**src/rtl/rf_wr_arbiter.sv**
```systemverilog
// Two-requester round-robin write arbiter for a 32x32 register file, with a one-entry output stage.
// Optional write-to-read forwarding is compiled in when RF_ARB_FWD_EN is defined.
module rf_wr_arbiter (
  input  logic        clk,
  input  logic        rst_n,
  input  logic        req0_valid,
  input  logic [4:0]  req0_addr,
  input  logic [31:0] req0_data,
  output logic        req0_ready,
  input  logic        req1_valid,
  input  logic [4:0]  req1_addr,
  input  logic [31:0] req1_data,
  output logic        req1_ready,
  input  logic        rf_stall,
  output logic        rf_we,
  output logic [4:0]  rf_waddr,
  output logic [31:0] rf_wdata,
  output logic        busy,
  output logic [7:0]  drop_cnt,
  input  logic [4:0]  fwd_raddr1,
  input  logic [4:0]  fwd_raddr2,
  output logic        fwd_hit1,
  output logic        fwd_hit2,
  output logic [31:0] fwd_data1,
  output logic [31:0] fwd_data2
);

  logic        r_out_valid;
  logic [4:0]  r_out_addr;
  logic [31:0] r_out_data;
  logic        r_ptr;
  logic [7:0]  r_drop_cnt;

  logic        w_can_accept;
  logic        w_grant0;
  logic        w_grant1;
  logic        w_grant;
  logic [4:0]  w_gaddr;
  logic [31:0] w_gdata;
  logic        w_issue;

  // Readies are gated by rst_n so nothing is granted while reset is held.
  assign w_can_accept = rst_n & (~r_out_valid | ~rf_stall);
  assign w_grant0     = w_can_accept & req0_valid & (~r_ptr | ~req1_valid);
  assign w_grant1     = w_can_accept & req1_valid & ( r_ptr | ~req0_valid);
  assign w_grant      = w_grant0 | w_grant1;
  assign w_gaddr      = w_grant1 ? req1_addr : req0_addr;
  assign w_gdata      = w_grant1 ? req1_data : req0_data;
  assign w_issue      = r_out_valid & ~rf_stall;

  assign req0_ready = w_grant0;
  assign req1_ready = w_grant1;
  assign rf_we      = w_issue;
  assign rf_waddr   = r_out_addr;
  assign rf_wdata   = r_out_data;
  assign busy       = r_out_valid;
  assign drop_cnt   = r_drop_cnt;

  always_ff @(posedge clk or negedge rst_n) begin
    if (!rst_n) begin
      r_out_valid <= 1'b0;
      r_out_addr  <= '0;
      r_out_data  <= '0;
      r_ptr       <= 1'b0;
      r_drop_cnt  <= '0;
    end else begin
      if (w_grant) begin
        r_ptr <= w_grant0;
        if (w_gaddr != 5'd0) begin
          r_out_valid <= 1'b1;
          r_out_addr  <= w_gaddr;
          r_out_data  <= w_gdata;
        end else begin
          // x0 writes are acknowledged but never reach the file.
          r_out_valid <= 1'b0;
          if (r_drop_cnt != 8'hFF) r_drop_cnt <= r_drop_cnt + 8'd1;
        end
      end else if (w_issue) begin
        r_out_valid <= 1'b0;
      end
    end
  end

`ifdef RF_ARB_FWD_EN
  logic w_hit1;
  logic w_hit2;

  assign w_hit1    = r_out_valid & (r_out_addr == fwd_raddr1) & (r_out_addr != 5'd0);
  assign w_hit2    = r_out_valid & (r_out_addr == fwd_raddr2) & (r_out_addr != 5'd0);
  assign fwd_hit1  = w_hit1;
  assign fwd_hit2  = w_hit2;
  assign fwd_data1 = w_hit1 ? r_out_data : 32'd0;
  assign fwd_data2 = w_hit2 ? r_out_data : 32'd0;
`else
  logic [9:0] w_fwd_unused;

  assign w_fwd_unused = {fwd_raddr1, fwd_raddr2};
  assign fwd_hit1     = 1'b0;
  assign fwd_hit2     = 1'b0;
  assign fwd_data1    = 32'd0;
  assign fwd_data2    = 32'd0;
`endif

endmodule

```
**config.mk**
```make
export PLATFORM = sky130hd
export DESIGN_NAME = rf_wr_arbiter
export DESIGN_NICKNAME = d
export VERILOG_FILES = /design/src/rtl/rf_wr_arbiter.sv
export SDC_FILE = /design/constraint.sdc
export NUM_CORES = 1
export LEC_CHECK = 0
export BUFFER_PORTS_ARGS = -buffer_cell sky130_fd_sc_hd__buf_2
export CAP_MARGIN = 20
export CORE_MARGIN = 1
export CORE_UTILIZATION = 43
export DETAILED_ROUTE_END_ITERATION = 8
export MAX_ROUTING_LAYER = met4
export PLACE_DENSITY = 0.85
export RECOVER_POWER = 100
export SYNTH_ARGS = -nofsm -noshare
export SYNTH_HDL_FRONTEND = slang
export SYNTH_SLANG_ARGS = --single-unit
```
**constraint.sdc**
```tcl
create_clock -name clk -period 2.85 [get_ports clk]
set_clock_uncertainty 0.05 [all_clocks]
set_input_delay 0.1425 -clock clk [delete_from_list [all_inputs] [get_ports clk]]
set_output_delay 0.1425 -clock clk [all_outputs]
set_load 0.05 [all_outputs]
```
======== After elaboration in Yosys (flattened, before gate mapping) ========
Index checks and enable logic that the tools add are counted.
operators by class
  bitwise gates (word level) .............. 16
  reductions and logical operators ........ 4
  $add $sub $neg .......................... 1
  muxes and demuxes ....................... 5
  equality and inequality tests ........... 1
operators by type and width
  cell                                                            number
  32-bit 2-to-1 mux                                               1
  8-bit by 1-bit adder with 8-bit output (second input constant)  1
  8-bit inequality test (second input constant)                   1
  1-bit AND                                                       6
  1-bit inverter                                                  6
  5-bit 2-to-1 mux                                                1
  5-bit nonzero test                                              1
  1-bit OR                                                        4
  1-bit 2-to-1 mux                                                3
  3-bit AND reduction                                             1
  2-bit AND reduction                                             1
  2-bit nonzero test                                              1
storage, ports and cells
  input bits .............................. 89
  output and inout bits ................... 115
  word-level logic and storage cells ...... 32
  flip-flop bits (word level) ............. 47

======== Logic depth before layout (Yosys ltp) ========
Gate-level depths: netlist (run 1).
  depth in word-level cells ............... 9
  gate-level depth with buffers ........... 7
  depth with buffers taken out ............ 6

======== Least setup slack after synthesis (run 1) ========
No wires, ideal clock.
  kind .................................... reg-to-reg
  from .................................... register r_out_valid (netlist: busy)
  to ...................................... register r_drop_cnt[6] (netlist: drop_cnt[6])
  path slack .............................. 0.656 ns
  buffers on the path ..................... 0
  setup time .............................. 0.128 ns
  clock period less this slack ............ 2.194 ns
  cell stages (with the launch flop) ...... 7
  data arrival time ....................... 2.016 ns
  data required time ...................... 2.672 ns
  cells stage by stage .................... dfrtp_1 -> nand2_1 -> nand4_1 -> inv_1 -> a22oi_4 -> nor3_1 -> mux2_1
between the ends
  elaborated cells between the ends (all ways) .. 12
  classes of those cells .................. mux: 1; bitwise: 9; reduce/logical: 2
RTL lines
  what                           line  RTL
  from (decl)                    28    logic r_out_valid;
  from (signal assigned)         61    r_out_valid <= 1'b0;
  from (signal assigned)         70    r_out_valid <= 1'b1;
  from (signal assigned)         75    r_out_valid <= 1'b0;
  1-bit inverter                 43    assign w_can_accept = rst_n & (~r_out_valid | ~rf_stall);
  1-bit OR                       43
  1-bit AND                      43
  1-bit AND (2 in series)        44    assign w_grant0 = w_can_accept & req0_valid & (~r_ptr | ~req1_valid);
  net req0_ready                 9     output logic req0_ready,
  1-bit OR                       46    assign w_grant = w_grant0 | w_grant1;
  3-bit AND reduction (no line)  -
  to (signal assigned)           76    if (r_drop_cnt != 8'hFF) r_drop_cnt <= r_drop_cnt + 8'd1;
  to (decl)                      32    logic [7:0] r_drop_cnt;
The timed path passes the listed nets, and every way through them passes these cells.
A chain may end at the register's enable or synchronous reset.

======== Final worst setup path (run 1) ========
  from .................................... input rst_n
  to ...................................... output req1_ready
between the ends
  longest elaborated chain between the ends .. 3
RTL lines
  what                     line  RTL
  from (decl)              5     input logic rst_n,
  1-bit AND                43
  1-bit AND (2 in series)  45    assign w_grant1 = w_can_accept & req1_valid & ( r_ptr | ~req0_valid);
  to (decl)                13    output logic req1_ready,
No other way between the ends.

==> impl_results.md, run 1 <==
- Die width: about 81 um
- Hold Buf Count CTS: 1
- Critical Path Sink Type: output port
- GRT Util Overall: a little under a fifth
- CP Class: input port to output port
- Fin Setup TNS: 0 ns
- First-pass GRT wire length: between 9000 and 10000 um
- # IOs: between 200 and 250
- Cell variety after synth: 30
- Vias/cell: approximately 4.6
- Initial DRC count: 33
- Largest net degree at the start of global routing: 45
- H-tree depth: 2
- Antenna viol nets, final: 0
- Setup Buffers After CTS: 0
- Hold_sp: req1_data[1]
- Crit path DAT: approximately 2.3 ns
- Top cell type's share of synthesized area: a little over two fifths
- Vias in the first global route: about 2.1k
- Synth area leaders: dfrtp_1 44%, buf_4 18%, nand2_1 10%
- Longest Clk Path Bufs: 2
- Area growth, synth to finish: 18.7%
- CTS tree: built
- Hold Path End: rf_wdata[1]
- Clock slew at reported path FFs: approximately 0.080 ns
- N_diodes: 0
- CP max FO: 38
- Final setup viols: 0
- Grt total ovfl: 0
- Commonest cells after routing, fill and taps aside: 78 x buf_2, 75 x nand2_1, 66 x conb_1
- R2R Setup Slk: roughly 0.4 ns
- Period utilization: approximately nine tenths
- P_leak: between 1.5 and 2 nW
- Clk root buf: clkbuf_8
- Clk Latency, worst-skew pair: a little under 0.3 ns
- Worst Tran Pin Value: approximately 1.1 ns
- Top cell type by total area after synthesis: dfrtp_1
- Tmin final: 2.53 ns
- Via count: between 2k and 2.5k
- Die ar.: around 6600 um^2
- Status: finished, final reports clean
- #FFs+latches synth: 47
- Core area: 5990 um^2
- Synth warn: 0
- Initial core utilization: ~45%
- FF-to-FF Start: r_ptr
- Placed cells: slightly above 500
- Sink Count: 47
- Initial antenna violation count: 0
- Post-route insts no fill: 514
- Critical Path Start Type: input port
- CTS resizes: 0
- Sequential element share of the synthesized area: 43.8%
- HP Class: input port to flop
- R2r endpoint: drop_cnt[6]
- DRC viols: 0
- DR WL/cell: 12.0 um
- DP HPWL: around 4700 um
- Final #Nets: around 530
- Port Buffer Count: 127
- GP Congestion: 0.826
- Mean Syn Cell Area: roughly 8.6 um^2
- Final hold viol count: 0
- Worst r2r path cells: 6
- VDD IR-drop max: ~0.45 mV
- Slew Limit Fails: 0
- Max-slew headroom: 28.9%
- Required time of the critical path: 2.66 ns
- Chip height: 81.1 um
- Highest clock rate: between 300 and 400 MHz
- Routed wire length: 6190 um
- Mapped Cells: between 300 and 400
- PwrDens: roughly 900 nW/um^2
- First drt pass iteration count: 4
- Max-cap violation count: 0
- Layout cells sized above 1: between 20% and 30%
- RSZ-0062 raised after global routing: no
- Most common cell after layout, fill and taps aside: buf_2
- CTS buffer count: 5
- Post-Syn Area: 2690 um^2
- # rows: 28
- Hold Crit Depth: 3
## state kept, by name, summed over array words and instances (netlist names)
signal / flops
rf_wdata: 32
drop_cnt: 8
rf_waddr: 5
busy: 1
r_ptr: 1
## critical path: stages
cell	delay, ns
dlygate4sd3_1	0.54
buf_2	0.20
o2111ai_4	0.15
buf_4	0.29
inv_1	0.12
buf_4	0.37
clkbuf_1	0.51
## report_power, final
part / internal [mW] / total, mW / switching (mW)
combinational: 0.249 / 1.46 / 1.21
clock: 0.221 / 0.432 / 0.211
sequential: 0.860 / 0.975 / 0.115
## worst max-delay path by stage
stage	startpoint	endpoint	slack, ns	cells past startpoint
after floorplan	busy	drop_cnt[6]	0.66	6
after global placement	busy	rf_wdata[27]	0.68	6
after detailed placement	busy	rf_waddr[2]	0.58	6
after CTS	rst_n	req1_ready	0.45	7
after global routing	rst_n	req1_ready	0.18	7
final	rst_n	req1_ready	0.32	7
## stage by stage
stage / setup slack (ns) / hold WS (ns) / power, mW / area, um^2 / utilization, %
after floorplan: 0.656 / -0.203 / 2.20 / 2930 / -
after global placement: 0.684 / -0.0723 / 2.47 / 3160 / 52.8
after detailed placement: 0.577 / -0.0698 / 2.51 / 3160 / 52.8
after CTS: 0.446 / 0.0296 / 2.95 / 3270 / 54.7
after global routing: 0.175 / 0.0338 / 3.03 / 3190 / 53.3
final: 0.321 / 0.0406 / 2.86 / 3190 / 53.3
## metal layers
metal,global-route usage (%),part of all wire [%],up-vias
met3,5.17,8.4,8
met5,-,0,-
li1,-,-,1151
met2,37.8,54,135
met4,5.36,1.3,0
met1,17.8,37,1082
## synthesized netlist by cell type, drive strengths merged
master	n
nand3	2
ha	1
buf	69
o2111ai	1
nand4	2
or4	2
nor2	37
o32a	1
conb	1
a31oi	34
nor4	2
inv	6
xor2	5
dfrtp	47
nor2b	2
mux2	2
nor3	3
clkbuf	11
nand2b	2
o22ai	1
nor4b	1
a22oi	4
o21ai	3
nand2	75
## logic make-up (layout without fill, tap and decap cells)
kind of cell             after synthesis  in the layout  synth area share, %
flip-flops                            47             47                 43.8
XOR/XNOR                               5              5                 1.63
other                                  1             66                0.140
buffers and inverters                 86            146                 21.3
AND/OR/NAND/NOR                      128            128                 20.4
multiplexers                           2              2                0.838
AO/OA/AOI/OAI                         44             44                 11.5
adder cells (fa/ha/maj)                1              1                0.465
## layout make-up
type / count / area, um^2
clock buffer: 7 / 96.3
clock inverter: 1 / 7.51
fill: 615 / 2800
inverter: 6 / 22.5
multi-input combinational: 246 / 1180
sequential: 47 / 1180
tap: 75 / 93.8
timing repair buffer: 132 / 612
Note: power is estimated with default switching activity, not from simulation.
==> inputs of run 2 (changes only) <==
--- a/config.mk
+++ b/config.mk
@@ -6,12 +6,11 @@
 export NUM_CORES = 1
 export LEC_CHECK = 0
 export BUFFER_PORTS_ARGS = -buffer_cell sky130_fd_sc_hd__buf_2
-export CAP_MARGIN = 20
 export CORE_MARGIN = 1
 export CORE_UTILIZATION = 43
 export DETAILED_ROUTE_END_ITERATION = 8
 export MAX_ROUTING_LAYER = met4
-export PLACE_DENSITY = 0.85
+export PLACE_DENSITY = 0.93
 export RECOVER_POWER = 100
 export SYNTH_ARGS = -nofsm -noshare
 export SYNTH_HDL_FRONTEND = slang
==> impl_results.md, run 2 (synthesized netlist as in run 1, its figures left out) <==
- Layout cells sized above 1: between 20 and 25%
- Clk Latency, worst-skew pair: 0.30 ns
- Status: finished, final reports clean
- Die ar.: 6570 um^2
- CTS buffer count: 5
- Vias in the first global route: a little under 2k
- Filler cells: roughly 600
- Initial DRC count: 61
- Grt total ovfl: 0
- Max-slew headroom: a little under two fifths
- CTS resizes: 0
- Critical Path Start Type: input port
- N_diodes: 0
- Antenna viol nets, final: 0
- DP HPWL: between 4000 and 5000 um
- First drt pass iteration count: 4
- Initial antenna violation count: 0
- RSZ-0062 raised after global routing: no
- FF-to-FF Start: r_ptr
- Die width: between 80 and 90 um
- GRT Util Overall: around a fifth
- Initial core utilization: between 40 and 50%
- # rows: 28
- Sink Count: 47
- Clk root buf: clkbuf_8
- Setup crit start: rst_n
- Worst Tran Pin Value: 0.937 ns
- CTS tree: built
- CP max FO: 36
- Required time of the critical path: 2.98 ns
- Highest clock rate: 401 MHz
- # IOs: 204
- Clock slew at reported path FFs: about 0.090 ns
- Critical Path Sink Type: flop
- PwrDens: 935 nW/um^2
- H-tree depth: 2
- Layout Utilization: 53.8%
- P_leak: about 1.6 nW
- PnR Total Power: 3.01 mW
- Final setup viols: 0
- Area growth, synth to finish: 19.8%
- Via count: ~2.4k
- CP Class: input port to flop
- DRC viols: 0
- First-pass GRT wire length: around 9000 um
- Slew Limit Fails: 0
- VDD IR-drop max: 0.472 mV
- Max-cap violation count: 0
- Largest net degree at the start of global routing: just over 40
- Final hold viol count: 0
- Routed wire length: 6340 um
- GP Congestion: around 0.85
- Tmin final: 2.49 ns
- Setup Buffers After CTS: 0
- Crit path DAT: 2.62 ns
- Port Buffer Count: 127
- Final #Nets: 528
- HP Class: input port to flop
- Core area: roughly 6000 um^2
- Flip-flop count of the largest register after layout: 32
- Period utilization: between 80 and 90%
- DR WL/cell: about 12 um
- Most common cell after layout, fill and taps aside: buf_2
- Fin Setup TNS: 0 ns
- Vias/cell: 4.64
- Longest Clk Path Bufs: 2
- Hold_sp: req0_data[2]
- Commonest cells after routing, fill and taps aside: 78 x buf_2, 75 x nand2_1, 66 x conb_1
- Chip height: ~80 um
[run 2: per-stage QoR]
stage          std cells  cell area, um^2  setup WS (ns)  hold WS (ns)
3_5_place_dp         505             3160          0.587        0.0139
5_1_grt              514             3220          0.134        0.0306
3_3_place_gp         505             3160          0.698       0.00683
4_1_cts              514             3300          0.313        0.0257
6_report             514             3220          0.356        0.0332
2_1_floorplan        379             2930          0.656        -0.203
[run 2: path summary, 6_finish.rpt]
path	endpoint	slack, ns	cells after the start
worst max-delay path	drop_cnt[6]	0.36	8
worst min-delay path	rf_wdata[2]	0.03	3
worst max register to register	drop_cnt[6]	0.44	6
worst min register to register	drop_cnt[5]	0.47	1
max in group asynchronous	rf_wdata[23]	1.31	3
min in group asynchronous	rf_waddr[2]	0.22	2
[run 2: area by class of cell]
type / count / area [um^2] / area share [%]
Sequential cell: 47 / 1180 / 36.5
Inverter: 6 / 22.5 / 0.699
Tap cell: 75 / 93.8 / 2.91
Clock inverter: 2 / 60.1 / 1.86
Clock buffer: 6 / 72.6 / 2.25
Multi-Input combinational cell: 246 / 1180 / 36.7
Timing Repair Buffer: 132 / 613 / 19.0
[run 2: worst max-delay path, stage by stage]
cell	delay, ns
dlygate4sd3_1	0.53
buf_2	0.24
o2111ai_4	0.13
buf_4	0.40
inv_2	0.06
a22oi_1	0.60
nor3_1	0.16
mux2_1	0.35
[run 2: metal layers]
metal	global-route usage [%]	share of wire, %	vias up
met3	4.16	7.9	7
met5	-	0	-
met1	19.1	38	1091
li1	-	-	1153
met2	36.5	52	134
met4	5.54	1.4	0
[run 2: power by group]
part / leakage (nW) / switching (mW) / total, mW / internal, mW
Sequential: 0.545 / 0.116 / 0.976 / 0.860
Combinational: 1.01 / 1.21 / 1.46 / 0.251
Clock: 0.0654 / 0.221 / 0.572 / 0.351
Total: 1.62 / 1.55 / 3.01 / 1.46
[run 2: what timing repair did]
item | CTS | global route
endpoints found under the hold margin | 9 | 0
hold buffers | 1 | 0
setup endpoints to repair | 0 | 0
==> inputs of run 3 (changes only) <==
--- a/config.mk
+++ b/config.mk
@@ -7,10 +7,10 @@
 export LEC_CHECK = 0
 export BUFFER_PORTS_ARGS = -buffer_cell sky130_fd_sc_hd__buf_2
 export CORE_MARGIN = 1
-export CORE_UTILIZATION = 43
+export CORE_UTILIZATION = 40
 export DETAILED_ROUTE_END_ITERATION = 8
 export MAX_ROUTING_LAYER = met4
-export PLACE_DENSITY = 0.93
+export PLACE_DENSITY = 0.88
 export RECOVER_POWER = 100
 export SYNTH_ARGS = -nofsm -noshare
 export SYNTH_HDL_FRONTEND = slang
==> constraint.sdc (replaced) <==
create_clock -name clk -period 2.3 [get_ports clk]
set_clock_uncertainty 0.05 [all_clocks]
set_input_delay 0.115 -clock clk [delete_from_list [all_inputs] [get_ports clk]]
set_output_delay 0.115 -clock clk [all_outputs]
set_load 0.05 [all_outputs]
==> impl_results.md, run 3 (synthesized netlist as in run 1, its figures left out) <==
- RSZ-0062 raised after global routing: no
- GP Congestion: roughly 0.8
- Clk Latency, worst-skew pair: 0.29 ns
- Max-slew headroom: 30.2%
- HP Class: input port to flop
- Status: complete, but fails checks
- Die ar.: 7050 um^2
- Vias in the first global route: about 2.2k
- First-pass GRT wire length: about 10000 um
- Failing checks: design-rule violations
- Vias/cell: between 4 and 5
- Routed wire length: between 6000 and 7000 um
- H-tree depth: 2
- Initial DRC count: 73
- Commonest cells after routing, fill and taps aside: 79 x buf_2, 75 x nand2_1, 66 x conb_1
- Chip height: ~84 um
- Final instance area: 3200 um^2
- Tmin final: between 2 and 2.5 ns
- Max-cap violation count: 0
- Layout Utilization: about half
- # rows: 29
- CP max FO: 23
- Layout cells sized above 1: 22.2%
- Via count: ~2.4k
- DP HPWL: around 4700 um
- CP endpoint: req1_ready
- Critical Path Start Type: input port
- Required time of the critical path: approximately 2.1 ns
- Worst Tran Pin Value: ~1.0 ns
- CTS tree: built
- Placed cells: between 500 and 600
- Grt total ovfl: 0
- DRC viols: 22
- DR WL/cell: ~12 um
- GRT Util Overall: 18.3%
- Crit path DAT: 1.96 ns
- Sink Count: 47
- Antenna viol nets, final: 0
- PnR Total Power: ~3.5 mW
- P_leak: around 1.6 nW
- CP Class: input port to output port
- Area growth, synth to finish: 19.2%
- R2r endpoint: rf_wdata[20]
- PwrDens: approximately 1100 nW/um^2
- R2R Setup Slk: about 0.26 ns
- Initial core utilization: a little over two fifths
- CTS buffer count: 5
- N_diodes: 0
- Post-route insts no fill: around 520
- Final setup viols: 0
- Final #Nets: between 500 and 600
- Longest Clk Path Bufs: 2
- Setup crit start: rst_n
- Period utilization: about 90%
- Fin Setup TNS: 0 ns
- Worst r2r path cells: 7
- Flip-flop count of the largest register after layout: 32
- Slew Limit Fails: 0
- Final hold viol count: 0
- Clk root buf: clkbuf_8
- Most common cell after layout, fill and taps aside: buf_2
- Core area: 6420 um^2
- Initial antenna violation count: 0
- First drt pass iteration count: 6
- Die width: 84.0 um
- Largest net degree at the start of global routing: 73
- CTS resizes: 0
- Critical Path Sink Type: output port
- FF-to-FF Start: busy
- Port Buffer Count: roughly 130
- Clock slew at reported path FFs: approximately 0.090 ns
- Placed cell area: between 3000 and 4000 um^2
- # IOs: between 200 and 250
- VDD IR-drop max: around 0.7 mV
- Highest clock rate: about 470 MHz
run 3: changes by cell type in the layout (fill, tap and decap cells not counted), sizes merged:
cell	delta
dlygate4sd3	+3
bufinv	-2
buf	+1
clkbuf	-1
clkinv	+1
run 3: layout make-up:
type	instances	area [um^2]
Fill cell	628	3220
Sequential cell	47	1180
Multi-Input combinational cell	246	1170
Timing Repair Buffer	135	647
Tap cell	77	96.3
Clock buffer	6	82.6
Inverter	6	22.5
Clock inverter	1	5.00
run 3: worst min-delay path by stage:
stage                   to  cells after the start  slack (ns)    startpoint
4_1_cts        rf_wdata[1]                      3      0.0006  req1_data[1]
3_5_place_dp   rf_waddr[2]                      1       -0.06         rst_n
5_1_grt        rf_waddr[1]                      3       0.009  req0_addr[1]
6_report       rf_wdata[1]                      3        0.01  req1_data[1]
3_3_place_gp   rf_waddr[2]                      1       -0.06         rst_n
2_1_floorplan         busy                      0       -0.23         rst_n
run 3: metal layers:
| layer | global-route usage (%) | up-vias | wire length (um) |
|---|---|---|---|
| li1 | - | 1153 | - |
| met1 | 20.5 | 1109 | 2650 |
| met2 | 33.5 | 124 | 3260 |
| met3 | 3.56 | 4 | 402 |
| met4 | 4.39 | 0 | 43 |
| met5 | - | - | 0 |
run 3: where the power goes:
part / switching (mW) / total, mW / internal [mW]
sequential: 0.142 / 1.21 / 1.07
combinational: 1.49 / 1.80 / 0.312
clock: 0.267 / 0.504 / 0.236
run 3: stage by stage:
stage	worst slack [ns]	hold WS, ns
floorplan	0.106	-0.231
global placement	0.454	-0.0612
detailed placement	0.382	-0.0599
CTS	0.116	0.000630
global route	0.0218	0.00891
finish	0.172	0.00985
run 3: worst max-delay path, cell delays in order:
cell           delay, ns
dlygate4sd3_1       0.52
buf_2               0.24
o2111ai_4           0.14
inv_2               0.27
buf_4               0.34
buf_2               0.32
run 3: repair_timing:
action	CTS	global route
endpoints found under the hold margin	8	0
hold buffers	4	0
setup buffers	0	0
